[src/rtl/cic_decim_param.sv]
// cic_decim_param: parametrised CIC decimator for a 1-bit sigma-delta bitstream.
// ORDER integrators run at the input rate and ORDER combs run at the decimated rate.
// The power-of-two decimation ratio 2^dec_log2 is selected at runtime.
// A warm-up period suppresses the first ORDER decimated results after a reset or
// a rate change.
// Optional macro CIC_NORM_EN: when defined, the output is left-shifted so that
// full scale is 2^(ACC_W-1) for every ratio.
module cic_decim_param #(
  parameter int ORDER     = 3,
  parameter int LOG2_RMAX = 8,
  parameter int ACC_W     = ORDER*LOG2_RMAX+1
) (
  input  logic             clk,
  input  logic             reset,
  input  logic             in,
  input  logic             in_valid,
  input  logic [3:0]       dec_log2,
  output logic [ACC_W-1:0] out,
  output logic             out_valid,
  output logic             rate_busy
);

  localparam int WU_W = $clog2(ORDER+1);

  // Legal ratio range is 1..LOG2_RMAX; anything outside is pulled to the nearest end.
  function automatic logic [3:0] clamp_dec(input logic [3:0] d);
    if (d == 4'd0)                return 4'd1;
    else if (d > 4'(LOG2_RMAX))   return 4'(LOG2_RMAX);
    else                          return d;
  endfunction

`ifdef CIC_NORM_EN
  // Scale the result up so that full scale sits at 2^(ACC_W-1) whatever the ratio.
  function automatic logic [ACC_W-1:0] norm_out(input logic [ACC_W-1:0] v,
                                                input logic [3:0]       d);
    return v << (ORDER * (LOG2_RMAX - int'(d)));
  endfunction
`endif

  logic [3:0]           dec_r_q;
  logic [LOG2_RMAX-1:0] cnt_q;
  logic [WU_W-1:0]      wu_q;
  logic                 vld_p1_q;
  logic                 out_valid_q;
  logic                 rate_busy_q;
  logic [ACC_W-1:0]     integ_q [ORDER];
  logic [ACC_W-1:0]     integ_d [ORDER];
  logic [ACC_W-1:0]     comb_q  [ORDER];
  logic [ACC_W-1:0]     comb_in [ORDER];
  logic [ACC_W-1:0]     comb_out;
  logic [ACC_W-1:0]     samp_p1_q;
  logic [ACC_W-1:0]     out_q;
  logic [ACC_W-1:0]     out_d;

  logic [3:0] dec_in;
  logic       rate_chg;
  logic       last_cnt;
  logic       tick;
  logic       emit;

  assign dec_in   = clamp_dec(dec_log2);
  assign rate_chg = (dec_in != dec_r_q);
  assign last_cnt = (cnt_q == LOG2_RMAX'((32'd1 << dec_r_q) - 32'd1));
  // A rate change on the same edge as a tick wins: the tick is dropped.
  assign tick     = in_valid && !rate_chg && last_cnt;
  assign emit     = vld_p1_q && !rate_chg && (wu_q == WU_W'(ORDER));

  // Integrator cascade: stage 1 accumulates the bit, stage k accumulates stage k-1's new value.
  always_comb begin : integ_chain
    logic [ACC_W-1:0] acc;
    acc = {{(ACC_W-1){1'b0}}, in};
    for (int k = 0; k < ORDER; k++) begin
      acc        = integ_q[k] + acc;
      integ_d[k] = acc;
    end
  end

  // Comb cascade: each stage subtracts its own previous decimated input.
  always_comb begin : comb_chain
    logic [ACC_W-1:0] v;
    v = samp_p1_q;
    for (int k = 0; k < ORDER; k++) begin
      comb_in[k] = v;
      v          = v - comb_q[k];
    end
    comb_out = v;
  end

`ifdef CIC_NORM_EN
  assign out_d = norm_out(comb_out, dec_r_q);
`else
  assign out_d = comb_out;
`endif

  // Control: ratio register, decimation counter, warm-up count and status strobes.
  always_ff @(posedge clk) begin
    if (reset || rate_chg) begin
      dec_r_q     <= dec_in;
      cnt_q       <= '0;
      wu_q        <= '0;
      vld_p1_q    <= 1'b0;
      out_valid_q <= 1'b0;
      rate_busy_q <= 1'b1;
    end else begin
      vld_p1_q    <= tick;
      out_valid_q <= emit;
      if (in_valid)
        cnt_q <= tick ? '0 : cnt_q + LOG2_RMAX'(1);
      if (vld_p1_q && (wu_q != WU_W'(ORDER)))
        wu_q <= wu_q + WU_W'(1);
      if (emit)
        rate_busy_q <= 1'b0;
    end
  end

  // Datapath: integrators at input rate, tick sample (p0->p1), comb delays at tick rate.
  always_ff @(posedge clk) begin
    if (reset || rate_chg) begin
      for (int k = 0; k < ORDER; k++) begin
        integ_q[k] <= '0;
        comb_q[k]  <= '0;
      end
      samp_p1_q <= '0;
    end else begin
      if (in_valid)
        for (int k = 0; k < ORDER; k++) integ_q[k] <= integ_d[k];
      if (tick)
        samp_p1_q <= integ_d[ORDER-1];
      if (vld_p1_q)
        for (int k = 0; k < ORDER; k++) comb_q[k] <= comb_in[k];
    end
  end

  // Output register (p1->p2): loads only on post-warm-up results, otherwise holds.
  always_ff @(posedge clk) begin
    if (reset)
      out_q <= '0;
    else if (emit)
      out_q <= out_d;
  end

  assign out       = out_q;
  assign out_valid = out_valid_q;
  assign rate_busy = rate_busy_q;

endmodule

[config.mk]
export PLATFORM = sky130hd
export DESIGN_NAME = cic_decim_param
export DESIGN_NICKNAME = d
export VERILOG_FILES = /design/src/rtl/cic_decim_param.sv
export SDC_FILE = /design/constraint.sdc
export NUM_CORES = 1
export LEC_CHECK = 0
export ABC_AREA = 1
export CORE_ASPECT_RATIO = 0.75
export CORE_MARGIN = 8
export CORE_UTILIZATION = 47
export CTS_CLUSTER_DIAMETER = 80
export DETAILED_ROUTE_END_ITERATION = 16
export PLACE_DENSITY = 0.64
export SKIP_LAST_GASP = 1
export SLEW_MARGIN = 20
export SYNTH_ARGS = -nofsm -noshare
export SYNTH_HDL_FRONTEND = slang
export SYNTH_SLANG_ARGS = --single-unit
export TNS_END_PERCENT = 20
[constraint.sdc]
create_clock -name clk -period 6.5 [get_ports clk]
set_clock_uncertainty 0.2 [all_clocks]
set_input_delay 1.95 -clock clk [delete_from_list [all_inputs] [get_ports clk]]
set_output_delay 1.95 -clock clk [all_outputs]
set_load 0.02 [all_outputs]
==> results.sh, run 1 <==
export IMPL_path_class="primary input to flip-flop"
export IMPL_min_period_over_period_pct=96.1
export IMPL_slew_violations=0
export IMPL_max_stage_delay_ns=0.36
export IMPL_seq_area_um2=5890
export IMPL_p_switching_uw=2070
export IMPL_seq_power_share_pct=28.1
export IMPL_critPathTopFamily="simple AND/OR/NAND/NOR gates"
export IMPL_first_pass_iters=5
export IMPL_fp_row_count=57
export IMPL_wl_per_cell_um=13.9
export IMPL_vias_per_cell=5.12
export IMPL_period_needed_ns=6.25
export IMPL_area_growth_pct=23.0
export IMPL_start_util_pct=47.2
export IMPL_drc_errors=0
export IMPL_startpoint_type="primary input"
export IMPL_synthesis_nets=2082
export IMPL_synth_edf_count=154
export IMPL_cp_data_required_time_ns=6.58
export IMPL_place_congestion=0.928
export IMPL_tightest_slew_ns=1.04
export IMPL_cts_buffers=26
export IMPL_dieArea_um2=38200
export IMPL_synth_flop_cell="edfxtp_1"
export IMPL_root_buffer="clkbuf_16"
export IMPL_ys_seq_area_share_pct=39.0
export IMPL_drive_above_1_share_pct=14.6
export IMPL_cts_htree_levels=1
export IMPL_overflow=0
export IMPL_placed_area_um2=17100
export IMPL_fmax_ghz=0.160
export IMPL_hp_class="flip-flop to flip-flop"
export IMPL_cp_num_buf_inv=7
export IMPL_final_instance_count_excl_fill=2598
export IMPL_stdcell_area_um2=18600
export IMPL_vias=13293
export IMPL_cts_tree="done"
export IMPL_grt_pass1_vias=12692
export IMPL_r2r_slack_ns=0.49
export IMPL_critPathCaptureType="flip-flop"
export IMPL_cts_buffer_depth=3
export IMPL_hpwl_mm=26.4
export IMPL_swShare_pct=38.1
export IMPL_slew_headroom_pct=30.9
export IMPL_grt_pass1_wl_mm=60.5
export IMPL_portBuffers=34
export IMPL_fin_ws_ns=0.254
export IMPL_combPwrFrac_pct=43.0
export IMPL_critPathMaxFanout=4
export IMPL_postSynthCellCount=1944
export IMPL_grt_max_degree=76
export IMPL_diodes=0
export IMPL_fp_dieH_um=171
export IMPL_p_leak_uw=0.00860
export IMPL_synth_seq_cells=217
export IMPL_post_route_util_pct=58.0
export IMPL_async_flop_share_pct=0
export IMPL_path_clk_slew_ns=0.06
export IMPL_ir_drop_uv=203
export IMPL_cap_violations=0
export IMPL_power_density_nw_per_um2=294
export IMPL_ctsHoldBuffers=0
export IMPL_grt_antenna_before_repair=0
export IMPL_core_area_um2=32000
export IMPL_outcome="finished clean"
export IMPL_grt_use_total_pct=18.8
export IMPL_hold_violations=0
export IMPL_netlist_area_um2=15100
export IMPL_cts_sinks=217
export IMPL_multi_input_area_um2=8030
export IMPL_fp_dieW_um=223
export IMPL_drt_wl_total_mm=36.0
export IMPL_dpl_worst_slack_ns=-0.880
export IMPL_insertion_delay_ns=0.55
export IMPL_nets=2303
export IMPL_final_antenna_net_count=0
export IMPL_synth_warning_count=0
export IMPL_setup_viol=0
export IMPL_syn_area_per_cell_um2=7.77
export IMPL_pwr_share_clk_pct=28.9
export IMPL_ys_types=48
export IMPL_critical_path_slowest_cell="o211ai_1"
export IMPL_num_io_pins=35
export IMPL_worstPathArrival_ns=6.32
export IMPL_hold_worst_slack_ns=0.249
export IMPL_fill_cells=2882
export IMPL_drtIter0Drc=968
export IMPL_rsz0062_at_grt="true"
export IMPL_internal_power_uw=3380
export IMPL_dp_cells=2529
## worst register-to-register path, delay by kind of cell (launching register included)
family,cells,cell delay (ns)
buffers and inverters,5,0.42
AO/OA/AOI/OAI,6,1.22
adder cells (fa/ha/maj),4,1.35
AND/OR/NAND/NOR,11,2.02
XOR/XNOR,3,0.39
flip-flops,1,0.33
## layer usage
metal	vias to the layer above	part of all wire, %	global-route usage (%)
li1	6830	-	-
met1	6140	51	27.6
met2	287	41	28.5
met3	36	6.4	3.51
met4	0	1.5	3.69
met5	-	0	0
## cells by family (layout without fill, tap and decap cells)
group                    after synthesis  count (layout)  share of synthesized area (%)
AND/OR/NAND/NOR                      732             732                           20.1
XOR/XNOR                             113             113                           6.55
AO/OA/AOI/OAI                        349             349                           13.1
flip-flops                           217             217                           39.0
buffers and inverters                403             644                           10.3
adder cells (fa/ha/maj)              130             130                           11.0
## state kept, by name (all words and copies together), names as in the netlist
name and count:
cnt_q 8, comb_q 75, dec_r_q 4, integ_q 75, out 25, out_valid 1, rate_busy 1, samp_p1_q 25
vld_p1_q 1, wu_q 2
## cells in the final DEF (no fill, tap or decap), types with 6 or more instances in the layout
master           count
xnor2_1             36
nor2_2               6
inv_1              360
a31oi_1             13
ha_4                 7
inv_2                8
nand2_2              7
dfxtp_1             63
nor2_1             255
nor4_1              10
o21a_1               9
edfxtp_1           154
clkbuf_16           29
nand2_1            296
nand4_1             20
nand3_1             83
clkdlybuf4s50_1     33
ha_1               116
o211ai_1            10
nor3_1              22
a21o_1              15
a21oi_2              6
a21oi_1            161
buf_4              192
xor2_1              72
clkbuf_1             8
o21ai_1              9
o21bai_1            14
o21ai_0             84
or2_2                8
## power groups by stage
stage	logic (uW)	registers, uW	clock network, uW
floorplan	1770	1560	0
global placement	2250	1560	0
detailed placement	2270	1560	0
CTS	2290	1530	1620
global route	2650	1540	1670
finish	2340	1530	1580
## what timing repair did
item,in CTS,in global routing
setup endpoints to repair,16,29
setup buffers,17,4
gates resized for setup,42,32
pin swaps,29,29
## final timing paths
path / startpoint / end / depth (start not counted)
min reg2reg: rate_busy / rate_busy / 2
max reg2reg: samp_p1_q[0] / out[23] / 29
max: in / integ_q[0][74] / 34
min: rate_busy / rate_busy / 2
## synth_stat cells, types with 5 or more instances
cell type	number	area, um2
o211ai_1	10	75.1
nor4_1	13	81.3
o21ai_0	89	445
o21a_1	9	67.6
edfxtp_1	154	4620
xor2_1	76	666
nand4_1	20	125
or2_2	9	56.3
ha_1	125	1560
o21ai_1	5	25.0
a21o_1	15	113
clkbuf_1	11	41.3
dfxtp_1	63	1260
a21oi_1	169	846
nor3_1	25	125
xnor2_1	37	324
nor2_1	262	983
o21bai_1	14	105
fa_1	5	100
a31oi_1	14	87.6
buf_2	14	70.1
nand3_1	87	435
a31o_2	5	43.8
nand2_1	306	1150
inv_1	366	1370
## layout make-up
class | count | area share, %
multi-input cells | 1324 | 43.2
flip-flops and latches | 217 | 31.7
repair buffers | 228 | 9.82
inverters | 368 | 7.44
clock buffers | 42 | 4.44
well taps | 413 | 2.78
clock inverters | 6 | 0.573
## per-stage QoR
| step | setup TNS [ns] | total power, uW |
|---|---|---|
| CTS | -0.225 | 5440 |
| floorplan | 0 | 3320 |
| finish | 0 | 5450 |
| global route | -0.0929 | 5850 |
| detailed placement | -15.44 | 3830 |
| global placement | -14.09 | 3810 |
Power figures use the tool's default switching activity.
==> run 2, diff against run 1 <==
Settings changed: CORE_ASPECT_RATIO 0.75 to unset, GPL_ROUTABILITY_DRIVEN set to 0.
==> run 2 against run 1 <==
Largest power group unchanged. Utilization up 0.39 points. Hold slack lost 0.0020 ns. Clock power is 6% lower. Sequential share of layout area up 0.17 points. Via count is 0.59% lower. Register-to-register slack worse by 0.15 ns. Final area down 0.54%. Critical endpoint is now integ_q[0][69]. Global-route usage shrank 0.49 points. Sequential cell count unchanged.
==> results.sh, run 2 (same netlist as run 1, synthesis figures left out) <==
export IMPL_final_instance_count_excl_fill=2574
export IMPL_critical_path_slowest_cell="ha_1"
export IMPL_hp_class="flip-flop to flip-flop"
export IMPL_num_io_pins=35
export IMPL_cts_tree="done"
export IMPL_cap_violations=0
export IMPL_diodes=0
export IMPL_hold_worst_slack_ns=0.247
export IMPL_fill_cells=2801
export IMPL_area_growth_pct=22.3
export IMPL_setup_viol=0
export IMPL_min_period_over_period_pct=97.1
export IMPL_final_common_cell="inv_1"
export IMPL_hpwl_mm=26.3
export IMPL_wl_per_cell_um=13.8
export IMPL_grt_max_degree=76
export IMPL_start_util_pct=47.7
export IMPL_r2r_start="samp_p1_q[0]"
export IMPL_power_density_nw_per_um2=289
export IMPL_fp_dieW_um=195
export IMPL_multi_input_area_um2=8110
export IMPL_tightest_slew_ns=1.03
export IMPL_vias=13214
export IMPL_core_area_um2=31600
export IMPL_slew_violations=0
export IMPL_grt_use_total_pct=18.3
export IMPL_dieArea_um2=38100
export IMPL_path_clk_slew_ns=0.06
export IMPL_r2r_end="out[23]"
export IMPL_critPathCaptureType="flip-flop"
export IMPL_path_class="primary input to flip-flop"
export IMPL_first_pass_iters=7
export IMPL_grt_antenna_before_repair=0
export IMPL_internal_power_uw=3280
export IMPL_max_stage_delay_ns=0.31
export IMPL_root_buffer="clkbuf_16"
export IMPL_layout_common_cells="inv_1 (361), nand2_1 (296), nor2_1 (253), buf_4 (179), a21oi_1 (160)"
export IMPL_slew_headroom_pct=31.4
export IMPL_dp_cells=2507
export IMPL_cts_sinks=217
export IMPL_fp_dieH_um=195
export IMPL_cp_data_required_time_ns=6.56
export IMPL_hold_violations=0
export IMPL_cts_htree_levels=1
export IMPL_worstHoldEndpoint="rate_busy"
export IMPL_combPwrFrac_pct=43.5
export IMPL_p_switching_uw=2070
export IMPL_fmax_ghz=0.158
export IMPL_grt_pass1_vias=12869
export IMPL_pwr_share_clk_pct=27.9
export IMPL_drtIter0Drc=1008
export IMPL_drive_above_1_share_pct=14.5
export IMPL_worstPathArrival_ns=6.37
export IMPL_holdPathStages=2
export IMPL_final_antenna_net_count=0
export IMPL_placed_area_um2=17000
export IMPL_stdcell_area_um2=18500
export IMPL_reg_top3="comb_q (75), integ_q (75)"
export IMPL_seq_area_um2=5890
export IMPL_outcome="finished clean"
export IMPL_r2r_slack_ns=0.34
export IMPL_ctsHoldBuffers=0
export IMPL_overflow=0
export IMPL_insertion_delay_ns=0.55
export IMPL_ir_drop_uv=261
export IMPL_startpoint_type="primary input"
export IMPL_p_leak_uw=0.00854
export IMPL_rsz0062_at_grt="true"
export IMPL_drt_wl_total_mm=35.5
export IMPL_vias_per_cell=5.13
export IMPL_critPathMaxFanout=4
export IMPL_swShare_pct=38.7
export IMPL_hold_start="rate_busy"
export IMPL_grt_pass1_wl_mm=59.9
export IMPL_post_route_util_pct=58.4
export IMPL_seq_power_share_pct=28.7
export IMPL_fp_row_count=65
export IMPL_cts_buffer_depth=3
export IMPL_reg2reg_depth=29
export IMPL_cts_buffers=26
export IMPL_portBuffers=34
export IMPL_nets=2290
export IMPL_drc_errors=0
export IMPL_period_needed_ns=6.31
[run 2: timing repair]
action                                  in CTS  in global routing
endpoints found under the setup margin      15                 24
gates resized for setup                     22                 60
setup buffers                               10                  9
pin swaps                                   13                 39
gates cloned                                 0                  0
[run 2: worst max path at each step]
| stage | end | start |
|---|---|---|
| 2_1_floorplan | integ_q[0][74] | in |
| 5_1_grt | integ_q[0][69] | in |
| 3_5_place_dp | integ_q[0][72] | in |
| 6_report | integ_q[0][69] | in |
| 3_3_place_gp | integ_q[0][69] | in |
| 4_1_cts | integ_q[0][74] | in |
[run 2: area by class of cell]
| cell class | count | share of cell area (%) |
|---|---|---|
| Clock buffer | 36 | 4.07 |
| Clock inverter | 12 | 0.711 |
| Inverter | 368 | 7.48 |
| Timing Repair Buffer | 215 | 9.26 |
| Multi-Input combinational cell | 1324 | 43.9 |
| Sequential cell | 217 | 31.9 |
| Tap cell | 402 | 2.72 |
[run 2: routing by layer]
layer,wire length (um),global-route usage [%],vias to the layer above
met5,0,0,-
met4,455,3.37,0
met3,2050,2.91,38
met2,15900,30.1,276
met1,17100,25.2,6101
li1,-,-,6799
[run 2: stage by stage]
step	setup WS [ns]	power [uW]	TNS [ns]
final	0.190	5350	0
after global routing	-0.155	5750	-0.812
after CTS	0.131	5330	0
after detailed placement	-0.802	3810	-13.92
after global placement	-0.720	3780	-13.43
after floorplan	0.0479	3320	0
[run 2: critical path: cells and delay by family]
family          cells  cell delay, ns
simple gates       13            1.23
compound gates      6            0.97
buf+inv             8            0.92
fa+ha+maj           4            0.86
xor+xnor            3            0.45
[run 2: power groups by stage]
stage	clock, uW	sequential (uW)	combinational, uW
global route	1580	1540	2630
finish	1490	1530	2320
global placement	0	1560	2220
floorplan	0	1560	1770
detailed placement	0	1560	2240
CTS	1520	1530	2270
==> run 3, diff against run 2 <==
Settings changed: CORE_MARGIN 8 to unset, GPL_TIMING_DRIVEN set to 0, TNS_END_PERCENT 20 to 100.
==> run 3 against run 2 <==
Sequential share of layout area up 1.9 points. Power shrank 1.6%. Sequential power hardly changed. Final area decreased by 5.5%. Critical path depth decreased by 2. Via count decreased by 2.6%. Highest routed layer unchanged.
==> results.sh, run 3 (same netlist as run 1, synthesis figures left out) <==
export IMPL_start_util_pct=47.9
export IMPL_layout_common_cells="inv_1 (362), nand2_1 (295), nor2_1 (253), a21oi_1 (163), edfxtp_1 (154)"
export IMPL_grt_pass1_vias=12183
export IMPL_grt_max_degree=56
export IMPL_hold_worst_slack_ns=0.252
export IMPL_grt_use_total_pct=21.9
export IMPL_nets=2180
export IMPL_p_switching_uw=2050
export IMPL_final_antenna_net_count=0
export IMPL_worstPathArrival_ns=6.53
export IMPL_vias_per_cell=5.22
export IMPL_period_needed_ns=6.45
export IMPL_min_period_over_period_pct=99.3
export IMPL_hp_class="flip-flop to flip-flop"
export IMPL_num_io_pins=35
export IMPL_cts_buffers=27
export IMPL_vias=12871
export IMPL_root_buffer="clkbuf_16"
export IMPL_fp_row_count=65
export IMPL_combPwrFrac_pct=43.5
export IMPL_wl_per_cell_um=14.5
export IMPL_slew_violations=0
export IMPL_outcome="finished clean"
export IMPL_path_class="primary input to flip-flop"
export IMPL_cts_sinks=217
export IMPL_area_growth_pct=15.5
export IMPL_critPathCaptureType="flip-flop"
export IMPL_cts_tree="done"
export IMPL_reg_top3="comb_q (75), integ_q (75)"
export IMPL_portBuffers=34
export IMPL_tightest_slew_ns=0.699
export IMPL_swShare_pct=38.9
export IMPL_cts_buffer_depth=3
export IMPL_drive_above_1_share_pct=8.54
export IMPL_grt_pass1_wl_mm=59.4
export IMPL_critPathMaxFanout=4
export IMPL_hpwl_mm=26.8
export IMPL_core_area_um2=31600
export IMPL_first_pass_iters=5
export IMPL_fp_dieH_um=181
export IMPL_multi_input_area_um2=8020
export IMPL_cts_htree_levels=1
export IMPL_final_common_cell="inv_1"
export IMPL_cap_violations=0
export IMPL_stdcell_area_um2=17400
export IMPL_critPathMostFrequentCell="inv_1"
export IMPL_rsz0062_at_grt="true"
export IMPL_pwr_share_clk_pct=27.4
export IMPL_dieArea_um2=32800
export IMPL_startpoint_type="primary input"
export IMPL_path_clk_slew_ns=0.06
export IMPL_seq_power_share_pct=29.1
export IMPL_tns_ns=0
export IMPL_post_route_util_pct=55.3
export IMPL_insertion_delay_ns=0.54
export IMPL_drc_errors=0
export IMPL_p_leak_uw=0.00797
export IMPL_overflow=0
export IMPL_fp_dieW_um=181
export IMPL_seq_area_um2=5890
export IMPL_fill_cells=2936
export IMPL_hold_violations=0
export IMPL_cp_data_required_time_ns=6.57
export IMPL_ctsHoldBuffers=0
export IMPL_drt_wl_total_mm=35.8
export IMPL_ir_drop_uv=189
export IMPL_fmax_ghz=0.155
export IMPL_setup_viol=0
export IMPL_placed_area_um2=16000
export IMPL_drtIter0Drc=899
export IMPL_dp_cells=2382
export IMPL_power_density_nw_per_um2=301
export IMPL_final_instance_count_excl_fill=2465
export IMPL_max_stage_delay_ns=0.34
export IMPL_slew_headroom_pct=53.4
export IMPL_grt_antenna_before_repair=0
export IMPL_internal_power_uw=3210
export IMPL_critical_path_slowest_cell="ha_1"
[run 3: cell types whose count changed in the layout (fill, tap and decap cells not counted), sizes merged]
cell	previous run	this run
buf	181	57
clkbuf	37	55
clkinvlp	3	0
bufinv	2	0
clkinv	5	7
diode	0	1
inv	370	369
[run 3: final timing paths]
check,from,depth (start not counted),slack (ns),endpoint
worst max-delay path,in,32,0.05,integ_q[0][74]
worst min-delay path,rate_busy,2,0.25,rate_busy
worst min register to register,rate_busy,2,0.25,rate_busy
worst max register to register,samp_p1_q[4],25,0.63,out[23]
[run 3: per-layer routing]
layer | global-route usage [%] | vias to the layer above | share of wire, %
li1 | - | 6578 | -
met1 | 32.4 | 5991 | 51
met2 | 34.2 | 263 | 42
met3 | 2.68 | 39 | 5.1
met4 | 4.44 | 0 | 1.7
met5 | 0 | - | 0
[run 3: layout make-up]
class / instances / share of cell area (%)
Clock inverter: 8 / 0.251
Clock buffer: 41 / 4.59
Sequential cell: 217 / 33.7
Tap cell: 402 / 2.88
Multi-Input combinational cell: 1324 / 46.0
Antenna cell: 1 / 0.0143
Buffer: 35 / 0.961
Timing Repair Buffer: 69 / 3.65
Inverter: 368 / 7.93
[run 3: power groups by stage]
stage	Clock, uW	Sequential (uW)	Combinational, uW
floorplan	0	1560	1770
global route	1520	1530	2600
global placement	0	1560	2210
detailed placement	0	1560	2230
CTS	1470	1530	2260
finish	1440	1530	2290
[run 3: worst max-delay path, delay by kind of cell]
kind            cells  cell delay [ns]
fa+ha+maj           3             0.79
simple gates       15             1.89
buf+inv            11             1.21
compound gates      1             0.28
xor+xnor            2             0.41
[run 3: repair_timing]
action                     in CTS  in global routing
hold endpoints to repair        0                  0
resized for setup              41                 34
cloned                          0                  0
setup endpoints to repair      17                 18
setup buffers                  17                 16
pin swaps                      18                 23
[run 3: stage by stage]
stage | worst slack (ns) | total power (uW)
2_1_floorplan | 0.0479 | 3320
3_3_place_gp | -1.37 | 3770
3_5_place_dp | -1.47 | 3790
4_1_cts | 0.00456 | 5260
5_1_grt | -0.247 | 5660
6_report | 0.0464 | 5260
